**src/rtl/layer_output_streamer.sv**
```systemverilog
// Captures a dense layer's result vector on the rising edge of output_ready and
// streams it one word per handshake, reporting the argmax once the last word is accepted.
module layer_output_streamer #(
    parameter int DATA_WIDTH  = 32,
    parameter int NUM_NEURONS = 16,
    localparam int IDX_W      = (NUM_NEURONS > 1) ? $clog2(NUM_NEURONS) : 1
) (
    input  logic                         clock,
    input  logic                         reset,
    input  logic                         output_ready,
    input  logic signed [DATA_WIDTH-1:0] outputs [NUM_NEURONS],
    output logic signed [DATA_WIDTH-1:0] stream_data,
    output logic                         stream_valid,
    input  logic                         stream_ready,
    output logic [IDX_W-1:0]             stream_index,
    output logic                         stream_last,
    output logic                         busy,
    output logic [IDX_W-1:0]             argmax,
    output logic                         argmax_valid,
    output logic                         overrun
);

    localparam logic [IDX_W-1:0] LAST = IDX_W'(NUM_NEURONS - 1);

    typedef enum logic [1:0] {IDLE, STREAM, DONE} state_t;

    state_t                       state_q, state_d;
    logic                         prev_rdy_q;
    logic [IDX_W-1:0]             idx_q, idx_d;
    logic signed [DATA_WIDTH-1:0] buf_q [NUM_NEURONS];
    logic signed [DATA_WIDTH-1:0] max_q, max_d;
    logic [IDX_W-1:0]             max_idx_q, max_idx_d;
    logic [IDX_W-1:0]             argmax_q, argmax_d;
    logic                         overrun_q, overrun_d;
    logic                         capture_evt;
    logic                         load_buf;
    logic signed [DATA_WIDTH-1:0] word;

    always_comb begin
        capture_evt  = output_ready & ~prev_rdy_q;
        word         = buf_q[idx_q];
        state_d      = state_q;
        idx_d        = idx_q;
        max_d        = max_q;
        max_idx_d    = max_idx_q;
        argmax_d     = argmax_q;
        overrun_d    = overrun_q;
        load_buf     = 1'b0;
        stream_valid = 1'b0;
        argmax_valid = 1'b0;

        case (state_q)
            IDLE: begin
                if (capture_evt) begin
                    load_buf = 1'b1;
                    idx_d    = '0;
                    state_d  = STREAM;
                end
            end
            STREAM: begin
                stream_valid = 1'b1;
                if (capture_evt) overrun_d = 1'b1;
                if (stream_ready) begin
                    // Strict compare keeps the lowest index on ties; index 0 always seeds the max.
                    if ((idx_q == '0) || (word > max_q)) begin
                        max_d     = word;
                        max_idx_d = idx_q;
                    end
                    if (idx_q == LAST) begin
                        argmax_d = max_idx_d;
                        state_d  = DONE;
                    end else begin
                        idx_d = idx_q + 1'b1;
                    end
                end
            end
            DONE: begin
                argmax_valid = 1'b1;
                if (capture_evt) overrun_d = 1'b1;
                state_d = IDLE;
            end
            default: state_d = IDLE;
        endcase
    end

    always_ff @(posedge clock) begin
        if (reset) begin
            state_q    <= IDLE;
            prev_rdy_q <= 1'b0;
            idx_q      <= '0;
            max_q      <= '0;
            max_idx_q  <= '0;
            argmax_q   <= '0;
            overrun_q  <= 1'b0;
            for (int unsigned i = 0; i < NUM_NEURONS; i++) begin
                buf_q[i] <= '0;
            end
        end else begin
            state_q    <= state_d;
            prev_rdy_q <= output_ready;
            idx_q      <= idx_d;
            max_q      <= max_d;
            max_idx_q  <= max_idx_d;
            argmax_q   <= argmax_d;
            overrun_q  <= overrun_d;
            if (load_buf) begin
                for (int unsigned i = 0; i < NUM_NEURONS; i++) begin
                    buf_q[i] <= outputs[i];
                end
            end
        end
    end

    assign stream_data  = stream_valid ? word : '0;
    assign stream_index = stream_valid ? idx_q : '0;
    assign stream_last  = stream_valid && (idx_q == LAST);
    assign busy         = (state_q != IDLE);
    assign argmax       = argmax_q;
    assign overrun      = overrun_q;

endmodule
```
**config.mk**
```make
export PLATFORM = sky130hd
export DESIGN_NAME = layer_output_streamer
export DESIGN_NICKNAME = d
export VERILOG_FILES = /design/src/rtl/layer_output_streamer.sv
export SDC_FILE = /design/constraint.sdc
export NUM_CORES = 1
export LEC_CHECK = 0
export ABC_AREA = 1
export ABC_CLOCK_PERIOD_IN_PS = 15900
export CAP_MARGIN = 20
export CELL_PAD_IN_SITES_DETAIL_PLACEMENT = 0
export CELL_PAD_IN_SITES_GLOBAL_PLACEMENT = 1
export CORE_UTILIZATION = 36
export CTS_CLUSTER_SIZE = 10
export DETAILED_ROUTE_END_ITERATION = 7
export PLACE_DENSITY = 0.75
export SYNTH_ARGS = -nofsm -noshare
export SYNTH_HDL_FRONTEND = slang
export SYNTH_SLANG_ARGS = --single-unit
```
**constraint.sdc**
```tcl
create_clock -name clock -period 15.9 [get_ports clock]
set_input_delay 3.975 -clock clock [delete_from_list [all_inputs] [get_ports clock]]
set_output_delay 3.975 -clock clock [all_outputs]
set_load 0.005 [all_outputs]
```
; Word-level counts from Yosys, hierarchy flattened
; Memory sizes are Yosys's and may differ from the RTL's. A register that Yosys moved wholly into a read port is not among the register bits.
; Index checks and enable logic that the tools add are counted.
[word_totals]
reg_bits = 48
ram_bits = 512
input_bits = 516
output_inout_bits = 45
wordCells = 86
memories = 1
[mem_list]
columns = memory, depth, width, rd, rd_clocked_by_memory_dff, wr, line_no
row1 = buf_q, 16, 32, 1, 1, 16, 30  ; logic signed [DATA_WIDTH-1:0] buf_q [NUM_NEURONS];
[op_classes]
addsub = 1
order_cmp = 1
n_eq_ne = 7
mux = 38
bitwise = 18
reduce_logical = 13
[op_table]
columns = operator, n
row1 = 32-bit two-way mux, 17
row2 = 32-bit > comparator, 1
row3 = 4-bit two-way mux, 7
row4 = 1-bit OR, 16
row5 = 1-bit two-way mux, 9
row6 = 3-bit AND reduction, 3
row7 = 2-bit != test (second input constant), 4
row8 = 4-bit case mux with 2 select lines, 1
row9 = 2-bit two-way mux, 3
row10 = 4-bit by 1-bit adder with 4-bit output (second input constant), 1
row11 = 4-bit equality test (second input constant), 1
row12 = 4-bit zero test, 1
row13 = 2-bit case mux with 2 select lines, 1
row14 = 2-bit AND reduction, 2
row15 = 4-bit AND reduction, 1
row16 = 2-bit nonzero test, 2
row17 = 2-bit by 1-bit equality test with 1-bit output (second input constant), 1
row18 = 2-bit equality test (second input constant), 1
row19 = 2-bit zero test, 1
row20 = 2-bit OR reduction, 1
row21 = 1-bit bitwise AND, 1
row22 = 1-bit logical AND, 1
row23 = 1-bit logical OR, 1
row24 = 1-bit inverter, 1

; Depth between registers and ports, before layout
; Gate-level depths: netlist (run 1).
[depth]
ltp_word = 8
mapped_depth = 28
depth_no_buf = 25

; Least setup slack after synthesis (run 1)
; OpenSTA, ideal clock, no wires.
[synth_path]
path_type = input port to flip-flop
from = in reset
to = mem buf_q[0][0], enable pin
setup_ns = 3.692
arrival_ns = 12.582
required_ns = 12.208
slack_ns = -0.374
cell_stages = 3
path_buffers = 1
path_cell_list = clkbuf_1 > inv_1 > nand2_1
[synth_lines]
columns = element, line_no
row1 = start: declaration, 9  ; input logic reset,
row2 = end: declaration, 30

==> key figures, run 1 <==
STA
  • F_max: between 100 and 150 MHz
  • TNS Setup: 0 ns
  • Final setup fails: 0
  • Slew headroom: between 20% and 30%
  • Hold Vio Cnt, Final: 0
  • Final worst path period share: 53.0%
  • RSZ-0062 raised after global routing: false
  • Skew final: 0.0182 ns
  • Worst-Margin Slew: 1.13 ns
  • Final min period: 8.42 ns
  • Max-slew violation count: 0

Flow run
  • Max Cap Violations: 0

Synthesis
  • Sequential-to-total area share from yosys stat: 59.7%
  • Yosys reg bits: 564
  • Netlist cell types: 29
  • Post-Synthesis Cells: 2865
  • Mapped Area: 27500 sq um
  • Synth Warn #: 0
  • Synth top area cells: edfxtp_1 (56%), inv_1 (9.6%), nor2_1 (7.3%)
  • Synthesized Nets: 3418
  • Yosys top cell area share: around 56%
  • Cell taking the most area after synthesis: edfxtp_1
  • Post-Syn Area per Cell: ~9.6 sq um

Route
  • DRC errors left: 0
  • 1st-iter DRT viols: 1511
  • Average vias per placed instance: 4.73
  • Vias: 20652
  • Pre-Repair DR Iteration Count: 6
  • Final ANT Viol Nets: 0
  • WL final: 85100 microns
  • Routed len/inst: 19.5 microns

Clock tree
  • Clk_lat worst skew: about 0.61 ns
  • Clock Tree Root: clkbuf_16
  • Total CTS buffers: 69
  • CTS H-tree depth: 3
  • Clock slew at reported path FFs: approximately 0.06 ns
  • CTS tree: yes
  • # Post-CTS Setup Buffers: 0
  • Hold_buf cts: 0
  • # resized after CTS: 0
  • Clock Sinks: 564
  • Clk buf depth: 3

Worst setup path
  • Worst r2r path cells: 21
  • FF-to-FF setup slack: 10.28 ns
  • CP max stage cell: buf_4
  • Setup crit end kind: output port
  • CP max FO: 69
  • Crit-path cells: buf_4 > buf_4 > mux2i_1 > o211ai_1 > nand3_1 > a21oi_1 > clkdlybuf4s50_1
  • R2R Path End: max_idx_q[0]$_SDFFE_PP0P_
  • CP Launch Type: flip-flop
  • CP required: 11.93 ns
  • CP arrival: about 4.5 ns
  • CP max stage delay: between 0.7 and 0.8 ns
  • CP most frequent cell: buf_4
  • CP Class: reg2out

Min path
  • Hold Path Stages: 2
  • Worst Hold Endpoint: overrun$_SDFFE_PP0P_
  • Worst min-delay path startpoint: overrun$_SDFFE_PP0P_
  • Class of the worst hold path: reg2reg

Global route
  • GRT Resource Usage Total: 21.7%
  • Global-route wire length before repair: 125000 microns
  • GR Overflow Total: 0
  • Initial antenna violation count: 9
  • Vias in the first global route: 20413
  • Largest net degree at the start of global routing: 197

Cells and area
  • Layout cells sized above 1: 3.51%
  • Commonest non-fill, non-tap cells in the layout: inv_1 (704), clkdlybuf4s50_1 (559), nor2_1 (533)
  • Commonest non-fill, non-tap cell in the layout: inv_1
  • Area delta synth->final: 30.0%
  • Util after Layout: between 40% and 50%
  • Post-layout instance area: 35800 sq um
  • Fin nets: 3905

Placed design
  • Cell Area, Placed: around 34000 sq um
  • Gp weighted congestion: 0.816
  • Post-DP HPWL: approximately 60000 microns
  • Buffers on Ports: 560

Die
  • DIE WIDTH: 278 microns
  • Initial Utilization: 36.7%
  • Die area: 77500 sq um
  • Die outline height: 278 microns
  • Std cell rows: 100
  • Top Ports: 561
  • Core Footprint: 74900 sq um

Power
  • P per Cell Area: ~120 nW/um^2
  • Leakage power: approximately 15 nW
  • Max VDD drop: 71.3 uV

Status
  • Outcome: finished, final reports clean
==> sequential cells by signal (all words and copies together), names as in the netlist, named ones only <==
name and cells:
state_q 2, max_idx_q 4, overrun 1, prev_rdy_q 1
max_q 32, argmax 4, buf_q 512, idx_q 4
==> synth_stat cells, drive strengths merged <==
| cell type | instances |
|---|---|
| a21o | 2 |
| nand4 | 4 |
| clkbuf | 111 |
| nor3b | 2 |
| dfxtp | 52 |
| mux2i | 128 |
| buf | 55 |
| ha | 37 |
| nor3 | 1 |
| inv | 707 |
| a211oi | 2 |
| o211ai | 128 |
| o21ai | 165 |
| a21oi | 214 |
| edfxtp | 512 |
| nor2 | 535 |
| clkinv | 2 |
| a31oi | 2 |
| nand3 | 86 |
| nand2 | 120 |
==> final cells by class <==
type | count | area [sq um]
fillers | 7019 | 39200
flip-flops and latches | 564 | 16400
multi-input cells | 1426 | 7620
repair buffers | 582 | 5810
inverters | 709 | 2670
clock buffers | 94 | 1830
well taps | 969 | 1210
clock inverters | 15 | 163
diodes | 9 | 22.5
==> kinds of logic after synthesis <==
family,Yosys count,share of synthesized area [%]
AOI/OAI and AO/OA,513,10.5
adders and majority gates,37,1.68
buffers and inverters,875,12.7
DFF,564,59.7
muxes,128,4.66
and+or+nand+nor,748,10.7
==> worst max path at each step <==
stage | to | startpoint
global placement | buf_q[10][0]$_SDFFCE_PP0P_ | reset
finish | stream_data[8] | flip-flop
floorplan | buf_q[0][0]$_SDFFCE_PN0P_ | reset
global route | stream_data[28] | flip-flop
detailed placement | buf_q[14][29]$_SDFFCE_PP0P_ | reset
CTS | stream_data[28] | flip-flop
==> report_power, final <==
part	internal, mW	switching [mW]	total [mW]
clock network	0.824	0.614	1.44
logic	0.388	0.594	0.981
registers	1.80	0.0558	1.85
total	3.01	1.26	4.27
==> critical path: cells and delay by family, from the launching register on <==
| family | cells | cell delay (ns) |
|---|---|---|
| mux | 1 | 0.19 |
| flops | 1 | 0.64 |
| compound gates | 2 | 0.74 |
| buf+inv | 3 | 1.97 |
| simple gates | 1 | 0.19 |
==> layer usage <==
metal | track usage, % | part of all wire, % | vias up
met2 | 38.7 | 52 | 606
li1 | - | - | 10202
met5 | 0 | 0 | -
met1 | 26.2 | 40 | 9744
met3 | 3.54 | 5.4 | 100
met4 | 8.05 | 2.7 | 0
==> stage by stage <==
| step | std cells | power [mW] | setup slack [ns] | hold slack [ns] |
|---|---|---|---|---|
| floorplan | 2865 | 2.51 | 4.91 | 0.439 |
| global placement | 4250 | 2.87 | 7.99 | 0.442 |
| detailed placement | 4250 | 2.88 | 7.90 | 0.443 |
| CTS | 4359 | 4.32 | 7.31 | 0.452 |
| global route | 4368 | 4.49 | 7.20 | 0.473 |
| finish | 4368 | 4.27 | 7.48 | 0.449 |
No activity file was read; power rests on OpenSTA's default activity.
==> inputs of run 2 (changes only) <==
Settings changed: ABC_CLOCK_PERIOD_IN_PS 15900 to 7200.
Clock period 15.9 ns to 7.2 ns, I/O delays scaled along.
==> key figures, run 2 (synthesis results as in run 1) <==
STA
  • F_max: 173 MHz
  • Final setup fails: 0
  • Skew final: 0.0193 ns
  • Max-slew violation count: 0
  • Slew headroom: 35.6%
  • Final worst path period share: 80.4%
  • TNS Setup: 0 ns
  • Hold Vio Cnt, Final: 0
  • Worst-Margin Slew: 0.966 ns
  • Final min period: a little under 6 ns
  • RSZ-0062 raised after global routing: false

Cells and area
  • Largest Register: buf_q
  • Number of flip-flops in the largest register: 512
  • Area delta synth->final: 30.7%
  • Commonest non-fill, non-tap cells in the layout: inv_1 (704), clkdlybuf4s50_1 (559), nor2_1 (533)
  • Fill count: about 7000
  • Biggest regs: buf_q: 512 flops, max_q: 32 flops
  • Fin nets: 3913
  • Commonest non-fill, non-tap cell in the layout: inv_1
  • Util after Layout: 47.9%
  • Layout cells sized above 1: 3.82%

Clock tree
  • CTS tree: yes
  • Clock Sinks: 564
  • Hold_buf cts: 0
  • # Post-CTS Setup Buffers: 0
  • Clock slew at reported path FFs: 0.05 ns
  • CTS H-tree depth: 3
  • # resized after CTS: 0
  • Clk buf depth: 3
  • Clock Tree Root: clkbuf_16
  • Clk_lat worst skew: slightly above 0.6 ns
  • Total CTS buffers: about 70

Flow run
  • Max Cap Violations: 0

Worst setup path
  • CP Launch Type: flip-flop
  • CP max FO: 68
  • Kind of cell adding the most delay to the critical path: compound AO/OA/AOI/OAI gates
  • CP max stage cell: dfxtp_4
  • Worst r2r path cells: 17
  • Critical path buffers and inverters: 2
  • WP depth: 6
  • Setup crit end kind: output port
  • CP arrival: 3.99 ns
  • CP Class: reg2out
  • Crit-path cells: buf_12 > mux2i_1 > o21ai_0 > o211ai_1 > a21oi_1 > clkdlybuf4s50_1
  • CP max stage delay: approximately 0.94 ns
  • CP required: 5.40 ns

Global route
  • Largest net degree at the start of global routing: 177
  • Initial antenna violation count: 14
  • Global-route wire length before repair: 126000 microns
  • GR Overflow Total: 0
  • GRT Resource Usage Total: 22.1%
  • Vias in the first global route: 20654

Min path
  • Class of the worst hold path: reg2reg
  • Hold Path Stages: 2

Power
  • Max VDD drop: 169 uV
  • Tot Pwr: 9.55 mW
  • Leakage power: 15.2 nW
  • P per Cell Area: 266 nW/um^2

Die
  • Std cell rows: 100
  • Die outline height: between 200 and 300 microns
  • Initial Utilization: 36.7%
  • Core Footprint: 74900 sq um
  • Top Ports: 561
  • DIE WIDTH: 278 microns
  • Die area: 77500 sq um

Route
  • DRC errors left: 0
  • Met2 Routed Length: ~44000 microns
  • Detailed-route wire length on metal 1: 34900 microns
  • Highest Signal Layer: met5
  • Vias: 20729
  • Final ANT Viol Nets: 0
  • Routed len/inst: 19.9 microns
  • Pre-Repair DR Iteration Count: 5
  • Met3 WL post-DR: 4700 microns
  • 1st-iter DRT viols: 1558
  • WL final: 87000 microns
  • Average vias per placed instance: 4.73

Status
  • Outcome: finished, final reports clean

Placed design
  • Buffers on Ports: 560
  • Post-DP HPWL: 61400 microns
  • Gp weighted congestion: 0.853
-- run 2: changes by cell type in the layout (fill, tap and decap cells not counted) --
| cell | previous run | this run |
|---|---|---|
| buf_12 | 3 | 7 |
| buf_4 | 19 | 21 |
| bufinv_16 | 1 | 0 |
| clkbuf_1 | 24 | 21 |
| clkbuf_16 | 69 | 71 |
| clkinv_1 | 5 | 8 |
| clkinv_16 | 0 | 2 |
| clkinv_2 | 2 | 7 |
| diode_2 | 9 | 12 |
| inv_6 | 5 | 2 |
-- run 2: report_power, final --
group          internal (mW)  leakage, nW  total, mW  switching (mW)
clock network           1.84         1.01       3.25            1.41
registers               3.96         5.88       4.11           0.145
logic                  0.870         8.35       2.20            1.33
-- run 2: worst register-to-register path, stage by stage, from the launching register on --
cell and delay (ns):
dfxtp_4 0.94, buf_12 0.46, mux2i_1 0.51, o211ai_1 0.15, nand3_1 0.15, nand2_1 0.11, ha_1 0.36, nand2_1 0.09
nor2_2 0.16, nand4_2 0.13, a21oi_1 0.17, nor2_1 0.07, nand3_1 0.09, nand3_2 0.18, nand2_2 0.68, nand2_2 0.72
o21ai_0 0.39, nor2_1 0.06
-- run 2: cell type report --
cell class                      instances  area, sq um  share of cell area, %
Antenna cell                           12         30.0                 0.0836
Clock buffer                           93         1870                   5.20
Clock inverter                         21          203                  0.564
Inverter                              709         2670                   7.42
Multi-Input combinational cell       1426         7620                   21.2
Sequential cell                       564        16400                   45.7
Tap cell                              969         1210                   3.37
Timing Repair Buffer                  588         5910                   16.4
-- run 2: worst paths after layout --
| check | from | endpoint | slack [ns] |
|---|---|---|---|
| worst max-delay path | flip-flop | stream_data[26] | 1.41 |
| worst min-delay path | overrun$_SDFFE_PP0P_ | overrun$_SDFFE_PP0P_ | 0.46 |
| worst max register to register | flip-flop | max_idx_q[1]$_SDFFE_PP0P_ | 1.66 |
| worst min register to register | overrun$_SDFFE_PP0P_ | overrun$_SDFFE_PP0P_ | 0.46 |
-- run 2: layer usage --
metal,vias to the layer above,global-route usage (%)
li1,10229,-
met3,150,4.15
met5,-,0
met1,9753,26.6
met4,4,10.4
met2,593,38.1
-- run 2: metrics by stage --
stage / setup slack, ns / hold WS [ns] / cell area, sq um / instances
after floorplan: 1.08 / 0.439 / 27500 / 2865
after global placement: 1.62 / 0.441 / 33800 / 4256
after detailed placement: 1.62 / 0.451 / 33800 / 4256
after CTS: 1.21 / 0.459 / 35900 / 4370
after global routing: 1.12 / 0.473 / 35900 / 4380
final: 1.41 / 0.456 / 35900 / 4382
==> inputs of run 3 (changes only) <==
Settings changed: ABC_CLOCK_PERIOD_IN_PS 7200 to 5000.
Clock period 7.2 ns to 5 ns, I/O delays scaled along.
==> key figures, run 3 (synthesis results as in run 1) <==
Clock tree
  • Clk_lat worst skew: 0.61 ns
  • # Post-CTS Setup Buffers: 0
  • # resized after CTS: 0
  • Clk buf depth: 3
  • CTS H-tree depth: 3
  • Clock Tree Root: clkbuf_16
  • CTS tree: yes
  • Clock Sinks: 564
  • Hold_buf cts: 0
  • Clock slew at reported path FFs: 0.06 ns
  • Total CTS buffers: 69

Worst setup path
  • CP required: 3.75 ns
  • Setup crit end kind: output port
  • CP Class: reg2out
  • CP max FO: 61
  • CP Launch Type: flip-flop
  • CP max stage cell: clkdlybuf4s50_1
  • CP arrival: ~3.4 ns
  • CP max stage delay: 0.59 ns
  • Crit-path cells: buf_12 > mux2i_1 > o211ai_1 > nand3_1 > a21oi_1 > clkdlybuf4s50_1

Power
  • Combinational group share of total power: a little under a quarter
  • Clock group share of total power: 33.4%
  • Max VDD drop: 211 uV
  • Tot Pwr: 13.7 mW
  • Sw frac: slightly below 30%
  • Int Power: ~9.7 mW
  • Leakage power: 15.4 nW
  • Reg power frac: 42.7%
  • P per Cell Area: 379 nW/um^2
  • Switching pwr: 4.03 mW

STA
  • RSZ-0062 raised after global routing: false
  • Skew final: 0.0216 ns
  • F_max: 216 MHz
  • TNS Setup: 0 ns
  • Final min period: around 4.6 ns
  • Hold Vio Cnt, Final: 0
  • Worst-Margin Slew: 0.924 ns
  • Max-slew violation count: 0
  • WHS: 0.455 ns
  • Final worst path period share: between 90 and 100%
  • Slew headroom: 38.4%
  • Final setup fails: 0

Route
  • WL final: 86000 microns
  • Average vias per placed instance: 4.74
  • Pre-Repair DR Iteration Count: 5
  • Vias: 20843
  • Routed len/inst: 19.6 microns
  • DRC errors left: 0
  • 1st-iter DRT viols: 1560
  • Final ANT Viol Nets: 0

Global route
  • Global-route wire length before repair: 126000 microns
  • Largest net degree at the start of global routing: 163
  • Vias in the first global route: 20744
  • Initial antenna violation count: 7
  • GRT Resource Usage Total: 21.9%
  • GR Overflow Total: 0

Status
  • Outcome: finished, final reports clean

Cells and area
  • Commonest non-fill, non-tap cell in the layout: inv_1
  • Area delta synth->final: 31.7%
  • Number of flip-flops in the largest register: 512
  • Layout cells sized above 1: 4.27%
  • Fin nets: 3930
  • Biggest regs: buf_q: 512 flops, max_q: 32 flops
  • Largest Register: buf_q
  • Util after Layout: a little under 50%
  • Post-layout instance area: 36200 sq um
  • Commonest non-fill, non-tap cells in the layout: inv_1 (704), clkdlybuf4s50_1 (559), nor2_1 (533)
  • Multi-input logic area: 7620 sq um
  • Reg area: 16400 sq um
  • Fill count: 7070

Die
  • Core Footprint: 74900 sq um
  • Std cell rows: 100
  • Die area: just under 80000 sq um
  • Initial Utilization: approximately 37%
  • Top Ports: approximately 560
  • DIE WIDTH: 278 microns
  • Die outline height: between 200 and 300 microns

Flow run
  • Max Cap Violations: 0

Placed design
  • Gp weighted congestion: 0.826
  • Buffers on Ports: 560
  • Post-DP HPWL: about 62000 microns
  • Cell Area, Placed: 34200 sq um

Min path
  • Class of the worst hold path: reg2reg
run 3: changes by cell type in the layout (fill, tap and decap cells not counted), sizes merged:
cell    previous run  this run
buf               28        47
clkbuf            94       101
diode             12         7
inv              711       712
clkinv            19         8
run 3: metrics by stage:
step | setup WS [ns] | instances
after floorplan | 0.902 | 2865
after global placement | 0.813 | 4275
after detailed placement | 0.767 | 4275
after CTS | 0.347 | 4386
after global routing | 0.213 | 4393
final | 0.367 | 4393
run 3: metal layers:
metal	up-vias	global-route usage (%)	share of wire (%)
met5	-	0	0
met4	0	9.24	3.7
met3	135	3.23	4.8
met2	596	39.1	52
met1	9851	26.2	40
li1	10261	-	-
run 3: final timing paths:
path	slack (ns)	startpoint	cells after the start	endpoint
setup / recovery	0.37	flip-flop	6	stream_data[22]
hold reg to reg	0.45	overrun$_SDFFE_PP0P_	2	overrun$_SDFFE_PP0P_
hold / removal	0.45	overrun$_SDFFE_PP0P_	2	overrun$_SDFFE_PP0P_
setup reg to reg	0.75	flip-flop	18	max_idx_q[1]$_SDFFE_PP0P_
run 3: final cells by class:
cell class | instances | area share, %
Sequential cell | 564 | 45.4
Multi-Input combinational cell | 1426 | 21.0
Timing Repair Buffer | 607 | 17.3
Inverter | 709 | 7.37
Clock buffer | 100 | 5.35
Tap cell | 969 | 3.35
Clock inverter | 11 | 0.211
Antenna cell | 7 | 0.0484
run 3: critical path: cells and delay by family, from the launching register on:
family / cells / cell delay, ns
AO/OA/AOI/OAI: 2 / 0.91
multiplexers: 1 / 0.14
AND/OR/NAND/NOR: 1 / 0.18
buffers and inverters: 2 / 0.94
flip-flops: 1 / 0.56
run 3: power by group through the flow:
stage | clock network (mW) | registers, mW | logic (mW)
after floorplan | 0 | 5.91 | 1.99
after global placement | 0 | 5.96 | 3.29
after detailed placement | 0 | 5.96 | 3.31
after CTS | 4.69 | 5.87 | 3.32
after global routing | 4.86 | 5.91 | 3.64
final | 4.58 | 5.87 | 3.29
